## config.mk

```make
export PLATFORM = sky130hd
export DESIGN_NAME = alu_serial_ctrl
export DESIGN_NICKNAME = d
export VERILOG_FILES = /design/src/rtl/alu_serial_ctrl.sv
export SDC_FILE = /design/constraint.sdc
export NUM_CORES = 1
export LEC_CHECK = 0
export CAP_MARGIN = 25
export CORE_UTILIZATION = 35
export DETAILED_ROUTE_END_ITERATION = 6
export GPL_TIMING_DRIVEN = 0
export HOLD_SLACK_MARGIN = 0.1
export SLEW_MARGIN = 10
export SYNTH_ARGS = -nofsm -noshare
export SYNTH_HDL_FRONTEND = slang
export SYNTH_SLANG_ARGS = --single-unit
```

## constraint.sdc

```tcl
create_clock -name clk -period 4.7 [get_ports clk]
set_clock_uncertainty 0.15 [all_clocks]
set_input_delay 0.705 -clock clk [delete_from_list [all_inputs] [get_ports clk]]
set_output_delay 0.705 -clock clk [all_outputs]
set_load 0.02 [all_outputs]
```

## src/rtl/alu_serial_ctrl.sv

```systemverilog
// Bit-serial ALU sequencer: walks operands LSB first through one external 1-bit ALU slice.
// Latency: done WIDTH+1 edges after the accepting edge (2*WIDTH+1 for SLT, 1 for an unsupported opcode).
// Backpressure: start is only accepted in IDLE; requests while busy or done are dropped.
module alu_serial_ctrl #(
    parameter int WIDTH = 32
) (
    input  logic             clk,
    input  logic             reset,
    input  logic             start,
    input  logic [3:0]       opcode,
    input  logic [WIDTH-1:0] a,
    input  logic [WIDTH-1:0] b,
    output logic             busy,
    output logic             done,
    output logic [WIDTH-1:0] result,
    output logic             zero,
    output logic             overflow,
    output logic             err,
    output logic             alu_a,
    output logic             alu_b,
    output logic             alu_less,
    output logic             alu_cin,
    output logic             alu_ainv,
    output logic             alu_binv,
    output logic             alu_opA,
    output logic             alu_opB,
    input  logic             alu_result,
    input  logic             alu_cout
);

    localparam int             IDXW = $clog2(WIDTH);
    localparam logic [IDXW-1:0] LAST = IDXW'(WIDTH - 1);

    // opcode encoding is {ainv, binv, opA, opB}
    localparam logic [3:0] OP_AND = 4'b0000;
    localparam logic [3:0] OP_OR  = 4'b0001;
    localparam logic [3:0] OP_XOR = 4'b0010;
    localparam logic [3:0] OP_ADD = 4'b0011;
    localparam logic [3:0] OP_SUB = 4'b0111;
    localparam logic [3:0] OP_SLT = 4'b0110;
    localparam logic [3:0] OP_NOR = 4'b1100;

    typedef enum logic [1:0] {IDLE, PASS1, PASS2, DONE} state_t;

    state_t            r_state;
    logic [WIDTH-1:0]  r_a;
    logic [WIDTH-1:0]  r_b;
    logic [3:0]        r_op;
    logic [IDXW-1:0]   r_idx;
    logic              r_carry;
    logic              r_set;
    logic [WIDTH-1:0]  r_result;
    logic              r_ovf;
    logic              r_err;
    logic              r_busy;
    logic              r_done;

    logic              w_supported;
    logic              w_active;
    logic [3:0]        w_op_eff;
    logic              w_cin;

    // Decode which incoming opcodes the sequencer knows how to run
    always_comb begin
        w_supported = 1'b0;
        case (opcode)
            OP_AND, OP_OR, OP_XOR, OP_ADD,
            OP_SUB, OP_SLT, OP_NOR: w_supported = 1'b1;
            default:                w_supported = 1'b0;
        endcase
    end

    // PASS1 is always a subtract so the sign of a-b can be found before the SLT pass
    assign w_active = (r_state == PASS1) || (r_state == PASS2);
    assign w_op_eff = (r_state == PASS1) ? OP_SUB : r_op;
    assign w_cin    = (r_idx == '0) ? w_op_eff[2] : r_carry;

    // Slice drive: all zero outside the two passes so the slice sees a quiet AND of zeros
    assign alu_a    = w_active & r_a[r_idx];
    assign alu_b    = w_active & r_b[r_idx];
    assign alu_cin  = w_active & w_cin;
    assign alu_ainv = w_active & w_op_eff[3];
    assign alu_binv = w_active & w_op_eff[2];
    assign alu_opA  = w_active & w_op_eff[1];
    assign alu_opB  = w_active & w_op_eff[0];
    assign alu_less = (r_state == PASS2) && (r_idx == '0) && (r_op == OP_SLT) ? r_set : 1'b0;

    assign busy     = r_busy;
    assign done     = r_done;
    assign result   = r_result;
    assign overflow = r_ovf;
    assign err      = r_err;
    assign zero     = (r_result == '0);

    // Sequencer FSM: latch on start, run the passes bit by bit, pulse done for one cycle
    always_ff @(posedge clk or posedge reset) begin
        if (reset) begin
            r_state  <= IDLE;
            r_a      <= '0;
            r_b      <= '0;
            r_op     <= '0;
            r_idx    <= '0;
            r_carry  <= 1'b0;
            r_set    <= 1'b0;
            r_result <= '0;
            r_ovf    <= 1'b0;
            r_err    <= 1'b0;
            r_busy   <= 1'b0;
            r_done   <= 1'b0;
        end else begin
            case (r_state)
                IDLE: begin
                    r_done <= 1'b0;
                    if (start) begin
                        r_a      <= a;
                        r_b      <= b;
                        r_op     <= opcode;
                        r_idx    <= '0;
                        r_carry  <= 1'b0;
                        r_set    <= 1'b0;
                        r_result <= '0;
                        r_ovf    <= 1'b0;
                        r_err    <= ~w_supported;
                        if (!w_supported) begin
                            r_state <= DONE;
                            r_busy  <= 1'b0;
                            r_done  <= 1'b1;
                        end else begin
                            r_state <= (opcode == OP_SLT) ? PASS1 : PASS2;
                            r_busy  <= 1'b1;
                        end
                    end
                end
                PASS1: begin
                    r_carry <= alu_cout;
                    if (r_idx == LAST) begin
                        // sum MSB corrected by MSB overflow gives the true sign of a-b
                        r_set   <= alu_result ^ (w_cin ^ alu_cout);
                        r_idx   <= '0;
                        r_state <= PASS2;
                    end else begin
                        r_idx <= r_idx + IDXW'(1);
                    end
                end
                PASS2: begin
                    r_carry         <= alu_cout;
                    r_result[r_idx] <= alu_result;
                    if (r_idx == LAST) begin
                        if ((r_op == OP_ADD) || (r_op == OP_SUB))
                            r_ovf <= w_cin ^ alu_cout;
                        r_idx   <= '0;
                        r_state <= DONE;
                        r_busy  <= 1'b0;
                        r_done  <= 1'b1;
                    end else begin
                        r_idx <= r_idx + IDXW'(1);
                    end
                end
                DONE: begin
                    r_state <= IDLE;
                    r_done  <= 1'b0;
                end
                default: begin
                    r_state <= IDLE;
                    r_busy  <= 1'b0;
                    r_done  <= 1'b0;
                end
            endcase
        end
    end

endmodule

```

==> metrics.md <==
| Metric | Value |
|---|---|
| CTS sink cnt | `113` |
| Critical path, cell by cell | `buf_2 > buf_2 > inv_1 > ha_1 > buf_2 > or4b_4 > mux2i_2 > and2b_1 > clkdlybuf4s50_1` |
| Syn_nets | `between 500 and 600` |
| Type of the worst setup path | `reg -> out` |
| Worst-Skew Late Latency | `420 ps` |
| Initial Util | `0.364` |
| Die area | `around 17000 µm²` |
| Largest net degree at the start of global routing | `67` |
| CTS buffer count | `17` |
| DR iter-0 viols | `195` |
| Congestion Overflow GR | `0` |
| Routing usage on met3 | `0.0532` |
| IO Port Bufs | `117` |
| Vias | `around 4400` |
| Placed Area | `7090 µm²` |
| Minimum clock period | `~4300 ps` |
| Top-area cell type share of the netlist area | `0.503` |
| Vias/cell | `5.30` |
| GPL Wtd Cong | `0.792` |
| Drt pass-1 iters | `5` |
| Post-layout util | `0.500` |
| Number of top-level pins | `118` |
| Worst path bufs/invs | `5` |
| Synth area leader | `dfrtp_1` |
| CTS H-tree lvls | `4` |
| First-pass GRT wire length | `24200 µm` |
| Async set-or-reset flop fraction in the synthesized netlist | `1.00` |
| Peak supply drop | `221 µV` |
| Largest cells by area after synthesis | `dfrtp_1 50%, mux2_2 14%, mux4_2 6.4%, o21ai_0 6.1%, a21boi_0 4.0%` |
| CTS Hold Buffers Added | `0` |
| CP startpoint kind | `flop` |
| Dominant cell type by count on the critical path | `buf_2` |
| Vias in the first global route | `4617` |
| Final worst path period share | `0.906` |
| Remaining DRCs | `0` |
| CTS tree | `built` |
| DPL Wire Length | `11000 µm` |
| WL per Instance | `18.0 µm` |
| Worst Max-Slew Pin Slew | `876 ps` |
| Setup repair bufs after CTS | `0` |
| Critical Path Slowest Stage Cell | `or4b_4` |
| Filler cells | `1394` |
| Outcome | `finished clean` |
| Kind of cell adding the most delay to the critical path | `buffers and inverters` |
| Clock edge transition at the registers on the reported setup and hold paths | `60 ps` |
| Max Root-Sink Buffers | `2` |
| Post-Route WL | `roughly 15000 µm` |
| Num rows | `45` |
| Design area | `7720 µm²` |
| Setup violators final | `0` |
| Flops & latches, synth | `113` |
| HP Class | `reg -> reg` |
| Ys Warns | `0` |
| Fin. Hold Viols | `0` |
| Critical Path RT | `3850 ps` |
| Ys flop type | `dfrtp_1` |
| Max-cap violations | `0` |
| Synth-to-layout area growth | `37.3%` |
| Fmax | `0.235 GHz` |
| Clock root cell | `clkbuf_16` |
| Static leakage power | `about 3.4 nW` |
| Initial antenna violation count | `0` |
| Power Density | `327 nW/µm²` |
| Post-synth top cells | `113 x dfrtp_1, 69 x o21ai_0, 68 x mux2_2` |
| Post-Synthesis Cells | `468` |
| Core Region | `15400 µm²` |
| Worst path arrival time | `roughly 3400 ps` |
| Met2 Resource Use GR | `0.316` |
| Share of cells above drive strength 1 | `0.207` |
| RSZ-0062 raised after global routing | `false` |
| Netlist Area Pre-Place | `around 5600 µm²` |
| Yosys cell types | `47` |
| Width of the chip | `129 µm` |
| Vert. Die Dim | `around 130 µm` |
| GR Layer Usage met1 | `0.246` |
| Seq/Total Area, Yosys | `0.503` |
| EDFF count, synth | `0` |
| # nets final | `689` |
| Rel. slew slack | `0.415` |
| CP peak stage delay | `540 ps` |
| Crit path max fanout | `10` |
| Fin Hold WS | `348 ps` |
| CP endpoint kind | `output port` |
| Gr busiest metal | `met2` |
| Mapped Avg Cell Area | `12.0 µm²` |
| Routed Antenna Nets | `0` |
| Count leader, synth | `dfrtp_1` |
| Total global routing track utilization | `0.195` |
| Post-CTS sizing | `0` |
| Diode count | `0` |
| Slew Viols, Final | `0` |
## logic make-up (layout without fill, tap and decap cells)
logic type	Yosys count	in the layout	synth area share
compound gates	135	135	0.149
xor+xnor	2	2	0.00579
fa+ha+maj	11	11	0.0245
buf+inv	39	189	0.0289
flops	113	113	0.503
mux	88	88	0.208
simple gates	80	80	0.0802
## worst paths after layout
kind,from,end,slack [ps],depth (start not counted)
max in group asynchronous,reset,r_a[12],3180,3
min in group asynchronous,reset,result[16],540,2
max reg2reg,r_idx[1],overflow,1730,9
max,r_idx[1],alu_cin,440,9
min,err,err,350,2
min reg2reg,err,err,350,2
## area by class of cell
class	instances	area [µm²]	share of cell area
repair buffers	118	1200	0.155
clock inverters	10	156	0.0203
flip-flops and latches	113	2830	0.366
plain buffers	30	129	0.0167
well taps	211	264	0.0342
inverters	9	38.8	0.00503
clock buffers	22	474	0.0614
multi-input cells	316	2630	0.341
## worst register-to-register path: stages, from the launching register on
cell     delay [ps]
dfrtp_1         400
buf_2           240
buf_2           260
inv_1           130
ha_1            150
buf_2           240
or4b_4          540
mux2i_2         270
xor2_1          110
o41ai_1         350
## layer usage
metal	up-vias	routed length (µm)
li1	2016	-
met1	2212	6560
met5	-	0
met4	0	251
met3	18	888
met2	150	7250
## flip-flops by register name (all words and copies together), names as in the netlist, 2 cells and up
| name | cells |
|---|---|
| r_op | 4 |
| result | 32 |
| r_a | 32 |
| r_idx | 5 |
| r_b | 32 |
| r_state | 2 |
## through the flow
| step | setup WS (ps) | power [mW] | instances | setup TNS [ps] |
|---|---|---|---|---|
| 2_1_floorplan | 858 | 1.06 | 468 | 0 |
| 3_3_place_gp | -754 | 1.17 | 796 | -84470 |
| 3_5_place_dp | 873 | 1.17 | 797 | 0 |
| 4_1_cts | 411 | 2.55 | 829 | 0 |
| 5_1_grt | 315 | 2.61 | 829 | 0 |
| 6_report | 443 | 2.53 | 829 | 0 |
## where the power goes
group / switching (mW) / total (mW) / internal [mW]
clock: 0.448 / 1.37 / 0.925
combinational: 0.0640 / 0.152 / 0.0881
sequential: 0.0122 / 1.00 / 0.988
## cell usage in the layout, fill, tap and decap left out, types with 3 or more instances in the layout
cell	count
dfrtp_1	113
o21a_1	6
a32o_1	4
clkbuf_1	19
a21boi_0	30
ha_1	11
nor3_1	3
clkdlybuf4s50_1	117
nand3_1	7
buf_1	5
a21oi_1	3
nand2_1	21
clkinv_2	4
inv_1	8
nor3b_1	3
clkbuf_16	17
a22oi_1	6
a21o_1	3
clkbuf_8	3
nor2_1	7
mux2i_1	3
and3b_1	4
buf_2	7
nor4_1	8
a31oi_1	5
o21ai_0	69
mux2_2	68
bufinv_16	4
and3_1	3
mux4_2	16
nor2b_1	9
nand2b_1	3
Power figures use the tool's default switching activity.
